`src/rtl/mac_4bit_seq_if.sv`:
```
// Handshake and result bundle between a beat source and the 4x4 MAC sequencer.
// The source owns start/len/A/B/in_valid; the MAC owns in_ready/busy/done/acc_out/ovf.
interface mac_4bit_seq_if #(
  parameter int LEN_W = 5,
  parameter int ACC_W = 12
);
  logic             start;
  logic [LEN_W-1:0] len;
  logic [3:0]       A;
  logic [3:0]       B;
  logic             in_valid;
  logic             in_ready;
  logic             busy;
  logic             done;
  logic [ACC_W-1:0] acc_out;
  logic             ovf;

  modport master (
    output start, len, A, B, in_valid,
    input  in_ready, busy, done, acc_out, ovf
  );

  modport slave (
    input  start, len, A, B, in_valid,
    output in_ready, busy, done, acc_out, ovf
  );
endinterface

```
`src/rtl/mac_4bit_seq.sv`:
```
// Sequential saturating multiply-accumulate over a run of len 4x4 beats; one beat per cycle,
// done pulses the cycle after the last accepted beat; in_ready only in RUN, bubbles stall the run.
module full_adder (
  input  logic a,
  input  logic b,
  input  logic cin,
  output logic sum,
  output logic cout
);
  assign sum  = a ^ b ^ cin;
  assign cout = (a & b) | (cin & (a ^ b));
endmodule

module mult_4bit_structural (
  input  logic [3:0] a,
  input  logic [3:0] b,
  output logic [7:0] p
);
  logic [3:0] pp [4];
  logic [3:0] r  [4];
  logic [4:0] c  [1:3];
  logic [3:0] s  [1:3];

  genvar i, j;
  for (i = 0; i < 4; i++) begin : g_pp
    assign pp[i] = a & {4{b[i]}};
  end

  // r[i] carries the not-yet-final upper bits of the running sum into row i+1
  assign r[0] = {1'b0, pp[0][3:1]};

  for (i = 1; i < 4; i++) begin : g_row
    assign c[i][0] = 1'b0;
    for (j = 0; j < 4; j++) begin : g_col
      full_adder u_fa (
        .a    (r[i-1][j]),
        .b    (pp[i][j]),
        .cin  (c[i][j]),
        .sum  (s[i][j]),
        .cout (c[i][j+1])
      );
    end
    assign r[i] = {c[i][4], s[i][3:1]};
  end

  assign p = {r[3], s[3][0], s[2][0], s[1][0], pp[0][0]};
endmodule

module mac_4bit_seq #(
  parameter int LEN_W = 5,
  parameter int ACC_W = 12
) (
  input  logic          clk,
  input  logic          rst_n,
  mac_4bit_seq_if.slave bus
);
  typedef enum logic [1:0] {
    IDLE = 2'd0,
    RUN  = 2'd1,
    DONE = 2'd2
  } state_t;

  state_t           state, state_nxt;
  logic [ACC_W-1:0] acc, acc_nxt;
  logic             ovf, ovf_nxt;
  logic [LEN_W-1:0] cnt, cnt_nxt;
  logic [7:0]       prod;
  logic [ACC_W:0]   sum;
  logic             in_ready, busy, done;

  mult_4bit_structural u_mult (
    .a (bus.A),
    .b (bus.B),
    .p (prod)
  );

  // one spare bit catches the carry-out that triggers saturation
  assign sum = {1'b0, acc} + {{(ACC_W-7){1'b0}}, prod};

  always_ff @(posedge clk or negedge rst_n) begin
    if (!rst_n) begin
      state <= IDLE;
      acc   <= '0;
      ovf   <= 1'b0;
      cnt   <= '0;
    end else begin
      state <= state_nxt;
      acc   <= acc_nxt;
      ovf   <= ovf_nxt;
      cnt   <= cnt_nxt;
    end
  end

  always_comb begin
    state_nxt = state;
    acc_nxt   = acc;
    ovf_nxt   = ovf;
    cnt_nxt   = cnt;
    in_ready  = 1'b0;
    busy      = 1'b0;
    done      = 1'b0;
    case (state)
      IDLE: begin
        if (bus.start) begin
          acc_nxt = '0;
          ovf_nxt = 1'b0;
          if (bus.len != '0) begin
            cnt_nxt   = bus.len;
            state_nxt = RUN;
          end else begin
            cnt_nxt   = '0;
            state_nxt = DONE;
          end
        end
      end
      RUN: begin
        in_ready = 1'b1;
        busy     = 1'b1;
        if (bus.in_valid) begin
          if (sum[ACC_W]) begin
            acc_nxt = '1;
            ovf_nxt = 1'b1;
          end else begin
            acc_nxt = sum[ACC_W-1:0];
          end
          cnt_nxt = cnt - 1'b1;
          if (cnt == LEN_W'(1)) begin
            state_nxt = DONE;
          end
        end
      end
      DONE: begin
        busy      = 1'b1;
        done      = 1'b1;
        state_nxt = IDLE;
      end
      default: begin
        state_nxt = IDLE;
      end
    endcase
  end

  assign bus.in_ready = in_ready;
  assign bus.busy     = busy;
  assign bus.done     = done;
  assign bus.acc_out  = acc;
  assign bus.ovf      = ovf;
endmodule
```
`src/flat_wrapper.sv`:
```
// flat-port wrapper written by rule: the top's interface ports become plain ports
module mac_4bit_seq_flat 
#(
  parameter int LEN_W = 5,
  parameter int ACC_W = 12
)
  (clk, rst_n, bus_start, bus_len, bus_A, bus_B, bus_in_valid, bus_in_ready, bus_busy, bus_done, bus_acc_out, bus_ovf);
  mac_4bit_seq_if #(.LEN_W(LEN_W), .ACC_W(ACC_W)) bus_i ();
  input  logic clk;
  input  logic rst_n;
  input wire logic [$bits(bus_i.start)-1:0] bus_start;
  input wire logic [$bits(bus_i.len)-1:0] bus_len;
  input wire logic [$bits(bus_i.A)-1:0] bus_A;
  input wire logic [$bits(bus_i.B)-1:0] bus_B;
  input wire logic [$bits(bus_i.in_valid)-1:0] bus_in_valid;
  output wire logic [$bits(bus_i.in_ready)-1:0] bus_in_ready;
  output wire logic [$bits(bus_i.busy)-1:0] bus_busy;
  output wire logic [$bits(bus_i.done)-1:0] bus_done;
  output wire logic [$bits(bus_i.acc_out)-1:0] bus_acc_out;
  output wire logic [$bits(bus_i.ovf)-1:0] bus_ovf;
  assign bus_i.start = bus_start;
  assign bus_i.len = bus_len;
  assign bus_i.A = bus_A;
  assign bus_i.B = bus_B;
  assign bus_i.in_valid = bus_in_valid;
  assign bus_in_ready = bus_i.in_ready;
  assign bus_busy = bus_i.busy;
  assign bus_done = bus_i.done;
  assign bus_acc_out = bus_i.acc_out;
  assign bus_ovf = bus_i.ovf;
  mac_4bit_seq #(.LEN_W(LEN_W), .ACC_W(ACC_W)) u_core (.clk(clk), .rst_n(rst_n), .bus(bus_i));
endmodule
```
`config.mk`:
```
export PLATFORM = sky130hd
export DESIGN_NAME = mac_4bit_seq_flat
export DESIGN_NICKNAME = d
export VERILOG_FILES = /design/src/rtl/mac_4bit_seq_if.sv /design/src/rtl/mac_4bit_seq.sv /design/src/flat_wrapper.sv
export SDC_FILE = /design/constraint.sdc
export NUM_CORES = 1
export LEC_CHECK = 0
export BUFFER_PORTS_ARGS = -buffer_cell sky130_fd_sc_hd__buf_2
export CAP_MARGIN = 40
export CORE_ASPECT_RATIO = 1.1
export CORE_MARGIN = 1
export CORE_UTILIZATION = 25
export DETAILED_ROUTE_END_ITERATION = 16
export GPL_TIMING_DRIVEN = 1
export PLACE_DENSITY = 0.44
export REMOVE_ABC_BUFFERS = 1
export SLEW_MARGIN = 20
export SYNTH_ARGS = -nofsm -noshare
export SYNTH_HDL_FRONTEND = slang
export SYNTH_SLANG_ARGS = --single-unit
```
`constraint.sdc`:
```
create_clock -name clk -period 2.35 [get_ports clk]
set_input_delay 0.3525 -clock clk [delete_from_list [all_inputs] [get_ports clk]]
set_output_delay 0.3525 -clock clk [all_outputs]
set_load 0.005 [all_outputs]
```
[Word level (Yosys, flattened, before mapping)]
Index checks and enable logic that the tools add are counted.
Word-level totals
  input bits: 17
  register bits after elaboration: 20
  logic and storage cells: 92
Operators by class
  multiplexer cells: 20
  equality and inequality tests: 7
  reduce and logical (&&, ||, !) cells: 7
  $add $sub $neg: 2
  bitwise operators: 52
Operators with widths (number)
  $mux 12: 3
  $pmux 12 s2: 1
  $and 1x1->1: 20
  $xor 1x1->1: 20
  $and 4x4->4: 4
  $mux 5: 3
  $add 12x8->13: 1
  $pmux 5 s2: 1
  $mux 2: 4
  $or 1x1->1: 8
  $mux 1: 6
  $reduce_and 3->1: 2
  $eq 5x1->1 const B: 1
  $reduce_bool 5->1: 1
  $sub 5x1->5 const B: 1
  $ne 2x1->1 const B: 2
  $ne 2x2->1 const B: 2
  $pmux 2 s2: 1
  $reduce_and 4->1: 1
  $eq 2x1->1 const B: 1
  $eq 2x2->1 const B: 1
  $logic_not 2->1: 1
  $pmux 1 s2: 1
  $reduce_bool 2->1: 1
  $reduce_or 2->1: 1

[Depth between registers and ports, before layout]
  depth in word-level cells: 20
  gate-level depth with buffers: 21
  mapped depth without buffers: 21

[Modules after synthesis]
From an unflattened synthesis, not the netlist that was laid out.
Second synthesis, totals
  cell total of the unflattened synthesis: 208
  area total of the unflattened synthesis: 1856.8 um2
By module, submodules not included
  mac_4bit_seq: area an instance 1475.2 um2, times used 1, cells each 174
  full_adder: area an instance 20.0 um2, times used 12, cells each 1
  mult_4bit_structural: area an instance 141.4 um2, times used 1, cells each 22

[Worst setup path after synthesis]
Ideal clock, no wire load.
  path type: input to register
  start point: input port bus_B[0]
  end point: register u_core.acc[9], in the netlist u_core.bus.acc_out[9]
  arrival time: 4.960 ns
  buffers on the path: 0
  library setup time: 0.131 ns
  setup slack: -2.741 ns
  stages on the path: 19
  required time: 2.219 ns
  cells stage by stage: and2_1 > ha_1 > fa_1 > inv_1 > fa_1 > fa_1 > inv_1 > fa_1 > fa_1 > fa_1 > inv_1 > fa_1 > inv_1 > ha_1 > a21oi_1 > nor2b_1 > o21ai_0 > a211o_1 > nand4_1
On the way
  cells in the longest elaborated chain, start to end: 20
  elaborated cells on any way between the ends: 53
  classes of those cells: add/sub (1); mux (3); bitwise (49)
RTL lines
  start: declaration: line flat_wrapper.sv:14  | input wire logic [$bits(bus_i.B)-1:0] bus_B;
  $and 4x4->4 *: line mac_4bit_seq.sv:26  | assign pp[i] = a & {4{b[i]}};
  $and 1x1->1 or $xor 1x1->1 (tied branches): line mac_4bit_seq.sv:11, mac_4bit_seq.sv:10
  $and 1x1->1: line mac_4bit_seq.sv:11  | assign cout = (a & b) | (cin & (a ^ b));
  $or 1x1->1: line mac_4bit_seq.sv:11
  $and 1x1->1 or $xor 1x1->1 (tied branches): line mac_4bit_seq.sv:11, mac_4bit_seq.sv:10
  $or 1x1->1 or $xor 1x1->1 (tied branches): line mac_4bit_seq.sv:11, mac_4bit_seq.sv:10
  $xor 1x1->1 or $and 1x1->1 (tied branches): line mac_4bit_seq.sv:10, mac_4bit_seq.sv:11
  $xor 1x1->1 or $or 1x1->1 (tied branches): line mac_4bit_seq.sv:10, mac_4bit_seq.sv:11
  (+4 left out)
  $and 1x1->1: line mac_4bit_seq.sv:11
  $or 1x1->1: line mac_4bit_seq.sv:11
  $and 1x1->1: line mac_4bit_seq.sv:11
  $or 1x1->1: line mac_4bit_seq.sv:11
  $add 12x8->13 *: line mac_4bit_seq.sv:78  | assign sum = {1'b0, acc} + {{(ACC_W-7){1'b0}}, prod};
  $mux 12 *: line mac_4bit_seq.sv:120  | if (sum[ACC_W]) begin
  $mux 12 *: line mac_4bit_seq.sv:119  | if (bus.in_valid) begin
  $pmux 12 s2 *: line mac_4bit_seq.sv:102  | case (state)
  end signal: assignment: line mac_4bit_seq.sv:88  | acc <= acc_nxt;
  end: declaration: line mac_4bit_seq.sv:64  | logic [ACC_W-1:0] acc, acc_nxt;
Mark *: on every way between the ends. The rest lies on a longest branch, timed or not. The select of a mux whose other input is x is not followed.
A chain may end at the register's enable or synchronous reset.

[Worst setup path in the final report]
  start point: input port bus_A[1]
  end point: register u_core.acc[7], in the netlist u_core.bus.acc_out[7]
On the way
  cells in the longest elaborated chain, start to end: 20
  elaborated cells on any way between the ends: 54
  classes of those cells: add/sub (1); mux (3); bitwise (50)
RTL lines
  start: declaration: line flat_wrapper.sv:13  | input wire logic [$bits(bus_i.A)-1:0] bus_A;
  $and 4x4->4: line mac_4bit_seq.sv:26
  $and 1x1->1 or $xor 1x1->1 (tied branches): line mac_4bit_seq.sv:11, mac_4bit_seq.sv:10
  $and 1x1->1: line mac_4bit_seq.sv:11
  $or 1x1->1: line mac_4bit_seq.sv:11
  $and 1x1->1 or $xor 1x1->1 (tied branches): line mac_4bit_seq.sv:11, mac_4bit_seq.sv:10
  $or 1x1->1 or $xor 1x1->1 (tied branches): line mac_4bit_seq.sv:11, mac_4bit_seq.sv:10
  $xor 1x1->1 or $and 1x1->1 (tied branches): line mac_4bit_seq.sv:10, mac_4bit_seq.sv:11
  $xor 1x1->1 or $or 1x1->1 (tied branches): line mac_4bit_seq.sv:10, mac_4bit_seq.sv:11
  (+4 left out)
  $and 1x1->1: line mac_4bit_seq.sv:11
  $or 1x1->1: line mac_4bit_seq.sv:11
  $and 1x1->1: line mac_4bit_seq.sv:11
  $or 1x1->1: line mac_4bit_seq.sv:11
  $add 12x8->13 *: line mac_4bit_seq.sv:78
  $mux 12 *: line mac_4bit_seq.sv:120
  $mux 12 *: line mac_4bit_seq.sv:119
  $pmux 12 s2 *: line mac_4bit_seq.sv:102
Marked as above.

==> impl_metrics.ini <==
[global_routing]
grt_start_max_net_pins = 21
grtUsageTotal = 0.129
gr-total-overflow = 0
grt_pass1_vias = 1760
antenna_found_initial = 0
grt_pass1_wl_um = 8120

[route]
wirelength_um = 4570
drt-initial-drc-count = 55
drt-pass1-iter-count = 4
vias_per_cell = 4.70
avgRoutedWirePerCell_um = 12.9
drc_errors = 0
final_antenna_net_count = 0
vias = 1669

[sta]
worst_pin_slew_ps = 716
setup-violations-final = 13
fin_ws_ps = -2270
final.period_utilization = 1.97
finClkSkew_ps = 2.53
max_slew_margin = 0.523
min_period_ps = 4620
hold_violations = 0
slew_violations = 0
rsz0062_at_grt = yes
max_freq_ghz = 0.216

[pwr]
p_leak_nw = 1.21
ir_worst_vdd_v = 0.000583
p_total_mw = 2.49
p_per_area_nw_per_um2 = 989

[clocking]
ctsLongestPathBuffers = 2
cts_tree = done
numCtsBuffers = 3
clk_latency_ps = 250
path_clk_slew_ps = 70
ctsHoldBuffers = 0
htreeDepth = 1
cts_sinks = 20
root_buffer = clkbuf_8

[placed_design]
io_buffer_count = 32
gp_congestion = 0.721
dp_hpwl_um = 3540
dp_slack_ps = -2970
placed_area_um2 = 2290

[yosys]
synth-edff-count = 0
synth_flop_cell = dfrtp_1
yosysWarnings = 0
post_synth.cell_area_avg_um2 = 8.89
ys_types = 46
synth_cells = 205
synth-seq-area-share = 0.275
synthArstFlopShare = 1.00
synth_area_um2 = 1820
ys_ff_latch = 20

[worst_setup_path]
cp_max_fo = 3
end_kind = flop
path_class = in2reg
arrival_ps = 4750
critPathLaunchType = primary input
crit_required_ps = 2480

[layout]
drive_above_1_share = 0.393
layout_common_cells = 31 x buf_4, 28 x nand2_1, 28 x buf_2
insertedDiodeCount = 0
layout-area-overhead-vs-synth_pct = 38.3
fin_area_um2 = 2520
n_fill_cell = 745
final_nets = 315
final_common_cell = buf_4

[run]
drv_cap = 0

[floorplan]
num_rows = 32
fp.dieW_um = 83.4
die_area_um2 = 7630
core-area_um2 = 7050
start_util = 0.259
ios = 33
die_height_um = 91.5

[hold_path]
hold_class = in2async

[outcome]
violations = negative setup slack
status = finished, violations left
[repair_timing]
action | CTS | global route
setup endpoints to repair | 13 | 13
resized for setup | 39 | 5
pin swaps | 29 | 17
setup buffers | 5 | 1
[kinds of logic after synthesis]
kind of cell             Yosys count  share of synthesized area
AO/OA/AOI/OAI                     59                      0.233
XOR/XNOR                           4                     0.0192
adder cells (fa/ha/maj)           27                      0.223
buffers and inverters             25                     0.0556
flip-flops                        20                      0.275
AND/OR/NAND/NOR                   70                      0.195
[metrics by stage]
step / cells / util / hold WS (ps) / TNS, ps
after floorplan: 200 / - / 56.9 / -33850
after global placement: 347 / 0.325 / 350 / -37530
after detailed placement: 347 / 0.325 / 349 / -38060
after CTS: 354 / 0.353 / 65.5 / -29180
after global routing: 355 / 0.358 / 85.1 / -30610
final: 355 / 0.358 / 51.3 / -28790
[state kept, by name (all words and copies together), names as in the netlist]
signal / flops
u_core.bus.acc_out: 12
u_core.bus.ovf: 1
u_core.cnt: 5
u_core.state: 2
[routing by layer]
metal,part of all wire,track usage,up-vias
li1,-,-,846
met1,0.48,0.166,790
met2,0.48,0.232,31
met3,0.033,0.0145,2
met4,0.0048,0.0259,0
met5,0,0,-
[path summary, 6_finish.rpt]
path | start | end | slack, ps | cells after the start
setup reg to reg | u_core.bus.acc_out[0]$_DFFE_PN0P_ | u_core.bus.acc_out[7]$_DFFE_PN0P_ | 110 | 9
min in group clk | bus_len[0] | u_core.cnt[0]$_DFFE_PN0P_ | 410 | 3
hold / removal | rst_n | u_core.state[0]$_DFFE_PN0P_ | 50 | 1
hold reg to reg | u_core.bus.ovf$_DFFE_PN0P_ | u_core.bus.ovf$_DFFE_PN0P_ | 520 | 2
max in group asynchronous | rst_n | u_core.bus.acc_out[5]$_DFFE_PN0P_ | 1970 | 1
setup / recovery | bus_A[1] | u_core.bus.acc_out[7]$_DFFE_PN0P_ | -2270 | 21
[power by group]
| part | internal (mW) | switching [mW] |
|---|---|---|
| logic | 0.784 | 0.841 |
| clock network | 0.149 | 0.112 |
| registers | 0.471 | 0.136 |
[Yosys cell counts (all sizes together) (2+ instances only)]
master | n | share of area
buf | 4 | 0.012
a211o | 2 | 0.0096
a21oi | 13 | 0.038
o22ai | 2 | 0.0069
nand3 | 5 | 0.014
dfrtp | 20 | 0.27
a31oi | 4 | 0.014
xnor2 | 3 | 0.014
nand4 | 3 | 0.010
fa | 9 | 0.099
inv | 20 | 0.041
and2 | 11 | 0.038
a221oi | 2 | 0.019
and4 | 2 | 0.010
o21a | 4 | 0.016
a21o | 4 | 0.017
a211oi | 2 | 0.014
nand2 | 28 | 0.058
nor3 | 4 | 0.014
o211ai | 2 | 0.0082
and3 | 4 | 0.014
nor2 | 7 | 0.014
o21ai | 19 | 0.056
ha | 18 | 0.12
[worst max-delay path, cell delays in order]
cell and delay, ps:
buf_6 100, and2_4 150, ha_4 150, fa_2 320, inv_2 60, fa_1 430, fa_2 370, inv_2 60
fa_2 440, fa_2 390, fa_2 340, inv_2 60, fa_1 420, inv_2 100, ha_4 200, o21a_1 190
o21ai_4 200, a211oi_4 60, buf_4 160, a22oi_2 110, nand3_1 90
[final cells by class]
| class | count | area [µm²] | share of cell area |
|---|---|---|---|
| Timing Repair Buffer | 66 | 452 | 0.179 |
| Clock buffer | 4 | 55.1 | 0.0218 |
| Inverter | 20 | 75.1 | 0.0298 |
| Sequential cell | 20 | 500 | 0.199 |
| Multi-Input combinational cell | 160 | 1330 | 0.528 |
| Tap cell | 85 | 106 | 0.0422 |
Note: power is estimated with default switching activity, not from simulation.
